### src/rtl/uart_pkg.sv
// Shared UART types and parameter limits, used by the transmitter and the
// planned receiver.
package uart_pkg;

    typedef enum logic [1:0] {
        PARITY_NONE,
        PARITY_EVEN,
        PARITY_ODD
    } parity_t;

    typedef enum logic [2:0] {
        IDLE,
        START,
        DATA,
        PAR,
        STOP
    } tx_state_t;

    localparam int DATA_BITS_MIN  = 5;
    localparam int DATA_BITS_MAX  = 9;
    localparam int STOP_BITS_MIN  = 1;
    localparam int STOP_BITS_MAX  = 2;
    localparam int OVERSAMPLE_MIN = 2;
    localparam int OVERSAMPLE_MAX = 32;

    // Words narrower than DATA_BITS_MAX are zero-extended, which leaves the XOR unchanged.
    function automatic logic parity_of(input logic [DATA_BITS_MAX-1:0] word,
                                       input parity_t mode);
        case (mode)
            PARITY_EVEN: return ^word;
            PARITY_ODD:  return ~^word;
            default:     return 1'b0;
        endcase
    endfunction

endpackage

### src/rtl/uart_tx_frame.sv
// Parametrised UART transmitter: start bit, DATA_BITS data bits LSB first,
// optional parity, STOP_BITS stop bits; one bit lasts OVERSAMPLE ticks.
module uart_tx_frame
    import uart_pkg::*;
#(
    parameter int      DATA_BITS  = 8,
    parameter parity_t PARITY     = PARITY_NONE,
    parameter int      STOP_BITS  = 1,
    parameter int      OVERSAMPLE = 16
) (
    input  logic                 clk,
    input  logic                 reset,
    input  logic                 tick,
    input  logic [DATA_BITS-1:0] tx_data,
    input  logic                 tx_valid,
    output logic                 tx_ready,
    output logic                 tx,
    output logic                 tx_busy,
    output logic                 tx_done
);

    localparam int SW = $clog2(OVERSAMPLE);
    localparam int NW = $clog2(DATA_BITS);

    localparam logic [SW-1:0] S_LAST      = SW'(OVERSAMPLE - 1);
    localparam logic [SW-1:0] S_ONE       = SW'(1);
    localparam logic [NW-1:0] N_DATA_LAST = NW'(DATA_BITS - 1);
    localparam logic [NW-1:0] N_STOP_LAST = NW'(STOP_BITS - 1);
    localparam logic [NW-1:0] N_ONE       = NW'(1);

    if (DATA_BITS < DATA_BITS_MIN || DATA_BITS > DATA_BITS_MAX) begin : g_bad_data_bits
        $error("uart_tx_frame: DATA_BITS=%0d outside %0d..%0d",
               DATA_BITS, DATA_BITS_MIN, DATA_BITS_MAX);
    end
    if (STOP_BITS < STOP_BITS_MIN || STOP_BITS > STOP_BITS_MAX) begin : g_bad_stop_bits
        $error("uart_tx_frame: STOP_BITS=%0d outside %0d..%0d",
               STOP_BITS, STOP_BITS_MIN, STOP_BITS_MAX);
    end
    if (OVERSAMPLE < OVERSAMPLE_MIN || OVERSAMPLE > OVERSAMPLE_MAX) begin : g_bad_oversample
        $error("uart_tx_frame: OVERSAMPLE=%0d outside %0d..%0d",
               OVERSAMPLE, OVERSAMPLE_MIN, OVERSAMPLE_MAX);
    end

    tx_state_t            state_q, state_d;
    logic [SW-1:0]        s_cnt_q, s_cnt_d;
    logic [NW-1:0]        n_cnt_q, n_cnt_d;
    logic [DATA_BITS-1:0] shreg_q, shreg_d;
    logic                 par_q, par_d;
    logic                 tx_q, tx_d;
    logic                 done_q, done_d;
    logic                 bit_end;

    assign bit_end  = tick && (s_cnt_q == S_LAST);
    assign tx_ready = (state_q == IDLE);
    assign tx_busy  = !tx_ready;
    assign tx       = tx_q;
    assign tx_done  = done_q;

    // tx_d always carries the level of the bit the FSM enters next, so tx is a plain flop.
    always_comb begin
        state_d = state_q;
        s_cnt_d = s_cnt_q;
        n_cnt_d = n_cnt_q;
        shreg_d = shreg_q;
        par_d   = par_q;
        tx_d    = tx_q;
        done_d  = 1'b0;

        case (state_q)
            IDLE: begin
                tx_d = 1'b1;
                if (tx_valid) begin
                    state_d = START;
                    s_cnt_d = '0;
                    n_cnt_d = '0;
                    shreg_d = tx_data;
                    par_d   = parity_of(DATA_BITS_MAX'(tx_data), PARITY);
                    tx_d    = 1'b0;
                end
            end
            default: begin
                if (tick) begin
                    s_cnt_d = bit_end ? '0 : s_cnt_q + S_ONE;
                end
                if (bit_end) begin
                    case (state_q)
                        START: begin
                            state_d = DATA;
                            tx_d    = shreg_q[0];
                        end
                        DATA: begin
                            shreg_d = shreg_q >> 1;
                            if (n_cnt_q == N_DATA_LAST) begin
                                n_cnt_d = '0;
                                if (PARITY != PARITY_NONE) begin
                                    state_d = PAR;
                                    tx_d    = par_q;
                                end else begin
                                    state_d = STOP;
                                    tx_d    = 1'b1;
                                end
                            end else begin
                                n_cnt_d = n_cnt_q + N_ONE;
                                tx_d    = shreg_q[1];
                            end
                        end
                        PAR: begin
                            state_d = STOP;
                            tx_d    = 1'b1;
                        end
                        STOP: begin
                            if (n_cnt_q == N_STOP_LAST) begin
                                state_d = IDLE;
                                n_cnt_d = '0;
                                done_d  = 1'b1;
                                tx_d    = 1'b1;
                            end else begin
                                n_cnt_d = n_cnt_q + N_ONE;
                            end
                        end
                        default: begin
                            state_d = IDLE;
                            tx_d    = 1'b1;
                        end
                    endcase
                end
            end
        endcase
    end

    always_ff @(posedge clk or posedge reset) begin
        if (reset) begin
            state_q <= IDLE;
            s_cnt_q <= '0;
            n_cnt_q <= '0;
            tx_q    <= 1'b1;
            done_q  <= 1'b0;
        end else begin
            state_q <= state_d;
            s_cnt_q <= s_cnt_d;
            n_cnt_q <= n_cnt_d;
            tx_q    <= tx_d;
            done_q  <= done_d;
        end
    end

    // Shift register and parity are only meaningful inside a frame and need no reset.
    always_ff @(posedge clk) begin
        shreg_q <= shreg_d;
        par_q   <= par_d;
    end

endmodule

### config.mk
export PLATFORM = sky130hd
export DESIGN_NAME = uart_tx_frame
export DESIGN_NICKNAME = d
export VERILOG_FILES = /design/src/rtl/uart_pkg.sv /design/src/rtl/uart_tx_frame.sv
export SDC_FILE = /design/constraint.sdc
export NUM_CORES = 1
export LEC_CHECK = 0
export CAP_MARGIN = 25
export CELL_PAD_IN_SITES_DETAIL_PLACEMENT = 0
export CELL_PAD_IN_SITES_GLOBAL_PLACEMENT = 1
export CORE_ASPECT_RATIO = 0.6
export CORE_MARGIN = 2
export CORE_UTILIZATION = 39
export CTS_CLUSTER_DIAMETER = 30
export DETAILED_ROUTE_END_ITERATION = 10
export PLACE_DENSITY_LB_ADDON = 0.1
export SLEW_MARGIN = 20
export SYNTH_ARGS = -nofsm -noshare
export SYNTH_HDL_FRONTEND = slang
export SYNTH_SLANG_ARGS = --single-unit
### constraint.sdc
create_clock -name clk -period 4 [get_ports clk]
set_input_delay 0.8 -clock clk [delete_from_list [all_inputs] [get_ports clk]]
set_output_delay 0.8 -clock clk [all_outputs]
set_load 0.02 [all_outputs]
* Word level (Yosys, flattened, before mapping)
Index checks and enable logic that the tools add are counted.
** Operators by class
- Add/subtract/negate cells :: 2
- Equal/unequal tests :: 9
- Multiplexer cells :: 30
- Reduce and logical (&&, ||, !) cells :: 13
** Operators with widths (count)
- 8-bit two-way mux :: 4
- 3-bit two-way mux :: 10
- 4-bit two-way mux :: 4
- 3-bit one-hot mux with 4 select lines :: 1
- 1-bit two-way mux :: 9
- 3-bit by 2-bit == test with 1-bit output, second input constant :: 2
- 3-bit == test, second input constant :: 2
- 3-bit zero test :: 2
- 3-bit != test, second input constant :: 2
- 3-bit one-hot mux with 2 select lines :: 1
- 3-bit AND reduction :: 2
- 2-bit nonzero test :: 3
- 4-bit by 1-bit adder with 4-bit output, second input constant :: 1
- 4-bit == test, second input constant :: 1
- 2-bit AND reduction :: 2
- 4-bit AND reduction :: 1
- 3-bit by 1-bit adder with 3-bit output, second input constant :: 1
- 3-bit by 1-bit == test with 1-bit output, second input constant :: 1
- 1-bit one-hot mux with 3 select lines :: 1
- 3-bit nonzero test :: 1
- 2-bit != test, second input constant :: 1
- 1-bit logical AND :: 1
- 1-bit zero test :: 1
** Word-level totals
- Register bits :: 20
- Input bits :: 12
- Output and inout bits :: 4
- Word-level logic and storage cells :: 60

* Logic depth before layout (Yosys ltp)
Gate-level depths: netlist (run 1).
- Word-level depth :: 5
- Gate-level depth with buffers :: 7
- Depth with buffers taken out :: 6

* Worst setup path before layout (run 1)
Ideal clock, no wire load.
- Path kind :: input -> register
- Start :: in tick
- End :: reg shreg_q[0] (enable)
- Library setup time :: 0.383 ns
- Data arrival time :: 1.796 ns
- Data required time :: 3.617 ns
- Setup slack :: 1.821 ns
- Stages on the path :: 4
- Buffers on the path :: 1
- Cell sequence :: buf_6 and4_4 mux2i_1 nor3_1
** On the way
- Longest elaborated chain between the ends :: 3
** RTL lines
- start: declaration :: line uart_tx_frame.sv:13 : input logic tick,
- 1-bit logical AND :: line uart_tx_frame.sv:53 : assign bit_end = tick && (s_cnt_q == S_LAST);
- 2-bit nonzero test (no line)
- 3-bit AND reduction (no line)
- end signal: assignment :: line uart_tx_frame.sv:149 : shreg_q <= shreg_d;
- end: declaration :: line uart_tx_frame.sv:47 : logic [DATA_BITS-1:0] shreg_q, shreg_d;
Every way passes these cells.
A chain may end at the register's enable or synchronous reset.

* Final worst setup path (run 1)
- Start :: reg state_q[2]
- End :: out tx_ready
** On the way
- Longest elaborated chain between the ends :: 1
** RTL lines
- start: declaration :: line uart_tx_frame.sv:44 : tx_state_t state_q, state_d;
- start signal: assignment :: line uart_tx_frame.sv:139 : state_q <= state_d;
- 3-bit zero test
- end: declaration :: line uart_tx_frame.sv:16 : output logic tx_ready,
Every way passes these cells.

==> results of run 1 <==
-- cell families after synthesis --
| kind of cell | share of synthesized area [%] |
|---|---|
| multiplexers | 4.11 |
| AO/OA/AOI/OAI | 13.6 |
| buffers and inverters | 6.29 |
| AND/OR/NAND/NOR | 21.9 |
| adder cells (fa/ha/maj) | 4.57 |
| flip-flops | 49.5 |
-- area by class of cell --
type,count,area (sq um)
clock buffers,4,55.1
fillers,252,1290
inverters,5,18.8
multi-input cells,79,484
flip-flops and latches,20,542
well taps,32,40.0
repair buffers,17,165
-- worst max-delay path: stages (launching register included) --
cell,delay [ns]
dfrtp_1,0.50
or3_1,0.40
buf_4,0.20
inv_2,0.20
clkdlybuf4s50_1,0.65
-- power groups by stage --
stage	clock, mW	combinational (mW)	sequential [mW]
after detailed placement	0	0.359	0.374
final	0.155	0.359	0.372
after global routing	0.167	0.413	0.385
after floorplan	0	0.308	0.334
after global placement	0	0.355	0.369
after CTS	0.159	0.362	0.371
-- path summary, 6_finish.rpt --
path                                             start                endpoint  cells after the start
worst min register to register  s_cnt_q[3]$_DFFE_PP0P_  s_cnt_q[3]$_DFFE_PP0P_                      1
max in group asynchronous                        reset          tx$_DFFE_PP1P_                      2
worst min-delay path            s_cnt_q[3]$_DFFE_PP0P_  s_cnt_q[3]$_DFFE_PP0P_                      1
worst max register to register  s_cnt_q[0]$_DFFE_PP0P_  n_cnt_q[0]$_DFFE_PP0P_                      5
min in group asynchronous                        reset  s_cnt_q[0]$_DFFE_PP0P_                      2
worst max-delay path            state_q[2]$_DFFE_PP0P_                tx_ready                      4
-- cells in the mapped netlist (2+ instances only) --
| library cell | count | area (sq um) |
|---|---|---|
| nand2_1 | 27 | 101 |
| dfrtp_1 | 11 | 275 |
| edfxtp_1 | 8 | 240 |
| a21oi_1 | 6 | 30.0 |
| ha_1 | 4 | 50.1 |
| inv_1 | 4 | 15.0 |
| nor2_1 | 4 | 15.0 |
| o21ai_0 | 4 | 20.0 |
| mux2i_1 | 3 | 30.0 |
| nor3_1 | 3 | 15.0 |
| and2_1 | 2 | 12.5 |
| and3_1 | 2 | 12.5 |
| buf_2 | 2 | 10.0 |
| clkbuf_1 | 2 | 7.51 |
| nand3_1 | 2 | 10.0 |
| nand4_1 | 2 | 12.5 |
| o22a_1 | 2 | 17.5 |
| o22ai_1 | 2 | 12.5 |
| o31ai_1 | 2 | 15.0 |
-- flip-flops by register name, summed over array words and instances (netlist names) --
signal,cells
s_cnt_q,4
shreg_q,8
state_q,3
tx_done,1
tx,1
n_cnt_q,3
-- per-layer routing --
layer	share of wire (%)	vias up	GRT usage, %
met5	0	-	0
met4	0.34	0	2.22
met3	4.9	2	5.58
met2	38	22	21.7
met1	57	401	26.7
li1	-	422	-
-- per-stage QoR --
step	area, sq um	std cells	total power, mW
after floorplan	1090	111	0.642
after global placement	1250	153	0.724
after detailed placement	1250	153	0.733
after CTS	1310	157	0.892
after global routing	1310	157	0.964
final	1310	157	0.886
==> flow_summary.json, run 1 <==
{
  "leakagePower_nw": 0.562,
  "hold_violations": 0,
  "area_growth_pct": 19.2,
  "drive_above_1_share_pct": 10.4,
  "p_int_uw": 547,
  "maxSlewHeadroom_pct": 67.0,
  "drt_first_pass_iters": 4,
  "fin_crit_ns": 3.02,
  "final_cell_mix": "nand2_1 (27), clkdlybuf4s50_1 (15), dfrtp_1 (11)",
  "final_nets": 142,
  "netlist_area_sq_um": 1090,
  "worstPathRequired_ns": 3.20,
  "synthFlopType": "dfrtp_1",
  "clock.fmax_mhz": 332,
  "cts-root-buf": "clkbuf_8",
  "seq_area_frac_synth_pct": 49.5,
  "h-tree-depth": 1,
  "grt_max_degree": 17,
  "p_seq_share_pct": 42.0,
  "netlist_instances": 111,
  "grt_first_pass_wirelength_mm": 3.98,
  "worst-path-max-fanout": 16,
  "grt-ovfl-total": 0,
  "critPathCaptureType": "primary output",
  "die_h_microns": 45.0,
  "die-area_sq_um": 3260,
  "wl_per_cell_microns": 14.8,
  "vias_per_cell": 5.39,
  "drt_iter0_drc": 42,
  "status": "finished, final reports clean",
  "holdBufCountCts": 0,
  "crit_type": "reg2out",
  "cap_viol_max_count": 0,
  "drc_errors": 0,
  "p_sw_uw": 339,
  "worstSkewPairLatency_ns": 0.26,
  "port_buffers": 15,
  "num_vias": 847,
  "setup_viol": 0,
  "finalSetupTns_ns": 0,
  "reg2reg_slack_ns": 2.13,
  "slew_violations": 0,
  "die_w_microns": 72.4,
  "grt_setup_unrepaired": "no",
  "gp_congestion": 0.842,
  "clk_pin_slew_ns": 0.07,
  "preCtsSetupSlack_ns": 1.28,
  "numCtsBuffers": 3,
  "p_sw_share_pct": 38.2,
  "syn_nets": 127,
  "worstMarginPinSlew_ns": 0.495,
  "final.setup.worst_slack_ns": 0.984,
  "async_reset_ff_share_pct": 60.0,
  "power_density_nw_per_um2": 679,
  "comb_power_share_pct": 40.6,
  "post_cts_resized": 0,
  "fin_crit_sh_pct": 75.4,
  "avgSynthCellArea_sq_um": 9.86,
  "ant_nets": 0,
  "clkSinkCount": 20,
  "std_cell_rows": 14,
  "mostFrequentLayoutCell": "nand2_1",
  "cp_data_arrival_time_ns": 2.22,
  "initial_utilization_pct": 42.2,
  "core_sq_um": 2590,
  "synth-seq-cells": 20,
  "yosysWarnings": 0,
  "grt.total_usage_pct": 16.6,
  "grt_antenna_before_repair": 0,
  "detail_route.wirelength_mm": 2.33,
  "clock_skew_ns": 0.00270,
  "fin_util_pct": 50.3,
  "place_hpwl_mm": 1.68,
  "ir_drop_v": 0.000415,
  "startpoint_type": "flip-flop",
  "pwr-share-clk_pct": 17.4,
  "hp-class": "reg2reg",
  "cts_setup_buffers": 0,
  "io_pins": 16,
  "synth.distinct_cells": 38,
  "antenna_cells": 0,
  "clock_path_buffers": 2,
  "grt_pass1_vias": 787,
  "synth_edf_count": 8,
  "hold_slack_ns": 0.513,
  "cts_tree": "built"
}
Note: power is estimated with default switching activity, not from simulation.
==> run 2: changes to the inputs <==
--- a/config.mk
+++ b/config.mk
@@ -10,7 +10,7 @@
 export CELL_PAD_IN_SITES_GLOBAL_PLACEMENT = 1
 export CORE_ASPECT_RATIO = 0.6
 export CORE_MARGIN = 2
-export CORE_UTILIZATION = 39
+export CORE_UTILIZATION = 36
 export CTS_CLUSTER_DIAMETER = 30
 export DETAILED_ROUTE_END_ITERATION = 10
 export PLACE_DENSITY_LB_ADDON = 0.1
==> constraint.sdc (replaced) <==
create_clock -name clk -period 2.6 [get_ports clk]
set_input_delay 0.52 -clock clk [delete_from_list [all_inputs] [get_ports clk]]
set_output_delay 0.52 -clock clk [all_outputs]
set_load 0.02 [all_outputs]
==> flow_summary.json, run 2 (synthesized netlist as in run 1, its figures left out) <==
{
  "cts_setup_buffers": 0,
  "critPathCaptureType": "primary output",
  "power_density_nw_per_um2": 1070,
  "holdBufCountCts": 0,
  "hp-class": "reg2reg",
  "io_pins": 16,
  "clk_pin_slew_ns": 0.08,
  "initial_utilization_pct": 37.9,
  "wl_met3_microns": 172,
  "h-tree-depth": 1,
  "clock_path_buffers": 2,
  "grt_setup_unrepaired": "no",
  "p_seq_share_pct": 36.0,
  "crit_type": "reg2out",
  "reg2reg_slack_ns": 0.74,
  "fin_crit_sh_pct": 91.5,
  "final_cell_mix": "nand2_1 (27), clkdlybuf4s50_1 (15), dfrtp_1 (11)",
  "leakagePower_nw": 0.589,
  "final_nets": 146,
  "final_cells": 171,
  "comb_power_share_pct": 42.7,
  "grt_max_degree": 15,
  "r2r_cells": 5,
  "clock.fmax_mhz": 420,
  "post_cts_resized": 0,
  "area_growth_pct": 24.6,
  "reg2reg_to": "n_cnt_q[0]$_DFFE_PP0P_",
  "place_hpwl_mm": 1.65,
  "drive_above_1_share_pct": 13.2,
  "finalSetupTns_ns": 0,
  "die-area_sq_um": 3510,
  "cap_viol_max_count": 0,
  "worstMarginPinSlew_ns": 0.491,
  "p_total_mw": 1.47,
  "die_h_microns": 46.7,
  "hold_path.startpoint": "shreg_q[5]$_DFFE_PP_",
  "antenna_cells": 0,
  "min_path_cells": 2,
  "top_regs": "shreg_q x8, s_cnt_q x4",
  "worstSkewPairLatency_ns": 0.26,
  "drc_errors": 0,
  "maxSlewHeadroom_pct": 67.3,
  "largest_reg_flops": 8,
  "fin_crit_ns": 2.38,
  "dr_wl_met2_microns": 884,
  "ir_drop_v": 0.000459,
  "maxUsedRoutingLayer": "met3",
  "grt_first_pass_wirelength_mm": 3.57,
  "hold_path_end": "shreg_q[4]$_DFFE_PP_",
  "p_sw_share_pct": 35.9,
  "core_sq_um": 2890,
  "mostFrequentLayoutCell": "nand2_1",
  "cp_data_arrival_time_ns": 1.86,
  "port_buffers": 15,
  "worst-path-max-fanout": 9,
  "slowest_stage": "clkdlybuf4s50_1",
  "grt_pass1_vias": 744,
  "dp_cells": 167,
  "grt-ovfl-total": 0,
  "cts-root-buf": "clkbuf_8",
  "grt.total_usage_pct": 14.1,
  "gp_congestion": 0.818,
  "cpPeakStageDelay_ns": 0.59,
  "drt_iter0_drc": 57,
  "numCtsBuffers": 3,
  "top_register": "shreg_q",
  "drt-met1-wl_mm": 1.14,
  "r2r_start": "s_cnt_q[0]$_DFFE_PP0P_",
  "wl_per_cell_microns": 12.8,
  "grt_antenna_before_repair": 0,
  "pwr-share-clk_pct": 21.3,
  "crit_path_cell_trace": "or3_1, inv_2, clkdlybuf4s50_1",
  "crit_start": "state_q[0]$_DFFE_PP0P_",
  "std_cell_rows": 15,
  "status": "finished, final reports clean",
  "hold_slack_ns": 0.518,
  "worstPathRequired_ns": 2.08,
  "setup_viol": 0,
  "detail_route.wirelength_mm": 2.20,
  "clock_skew_ns": 0.00206,
  "num_vias": 860,
  "p_sw_uw": 526,
  "ant_nets": 0,
  "drt_first_pass_iters": 4,
  "cts_tree": "built",
  "vias_per_cell": 5.03,
  "hold_violations": 0,
  "die_w_microns": 75.2,
  "startpoint_type": "flip-flop",
  "clkSinkCount": 20,
  "slew_violations": 0,
  "p_int_uw": 939
}
run 2: cell count changes in the layout (fill, tap and decap cells not counted):
cell / previous run / this run
clkbuf_8: 4 / 3
bufinv_16: 0 / 1
buf_4: 2 / 6
run 2: worst max path at each step:
| stage | endpoint | slack, ns | cells after the start |
|---|---|---|---|
| CTS | tx_ready | 0.21 | 3 |
| floorplan | shreg_q[0]$_DFFE_PP_ | 0.70 | 4 |
| global route | tx_ready | 0.16 | 3 |
| detailed placement | n_cnt_q[0]$_DFFE_PP0P_ | 0.31 | 5 |
| finish | tx_ready | 0.22 | 3 |
| global placement | n_cnt_q[0]$_DFFE_PP0P_ | 0.33 | 5 |
run 2: layer usage:
metal	vias to the layer above	track usage (%)
met5	-	0
met4	0	3.16
met3	0	5.25
met2	27	18.6
met1	404	21.6
li1	429	-
run 2: through the flow:
step / util (%) / cell area, sq um / worst slack [ns]
global route: 47.2 / 1360 / 0.160
floorplan: - / 1090 / 0.701
CTS: 47.2 / 1360 / 0.215
finish: 47.2 / 1360 / 0.220
detailed placement: 44.7 / 1290 / 0.315
global placement: 44.7 / 1290 / 0.328
run 2: critical path: cells and delay by family (launching register included):
family	cells	cell delay, ns
flops	1	0.49
buf+inv	2	0.67
simple gates	1	0.44
run 2: power groups by stage:
| stage | clock (mW) | sequential (mW) | combinational, mW |
|---|---|---|---|
| after detailed placement | 0 | 0.531 | 0.629 |
| final | 0.312 | 0.528 | 0.626 |
| after floorplan | 0 | 0.513 | 0.474 |
| after global placement | 0 | 0.530 | 0.619 |
| after CTS | 0.321 | 0.525 | 0.629 |
| after global routing | 0.340 | 0.541 | 0.694 |
run 2: cell type report:
| class | count | area, sq um |
|---|---|---|
| Tap cell | 42 | 52.6 |
| Clock inverter | 1 | 30.0 |
| Timing Repair Buffer | 21 | 195 |
| Multi-Input combinational cell | 79 | 484 |
| Fill cell | 287 | 1530 |
| Inverter | 5 | 18.8 |
| Sequential cell | 20 | 542 |
| Clock buffer | 3 | 41.3 |
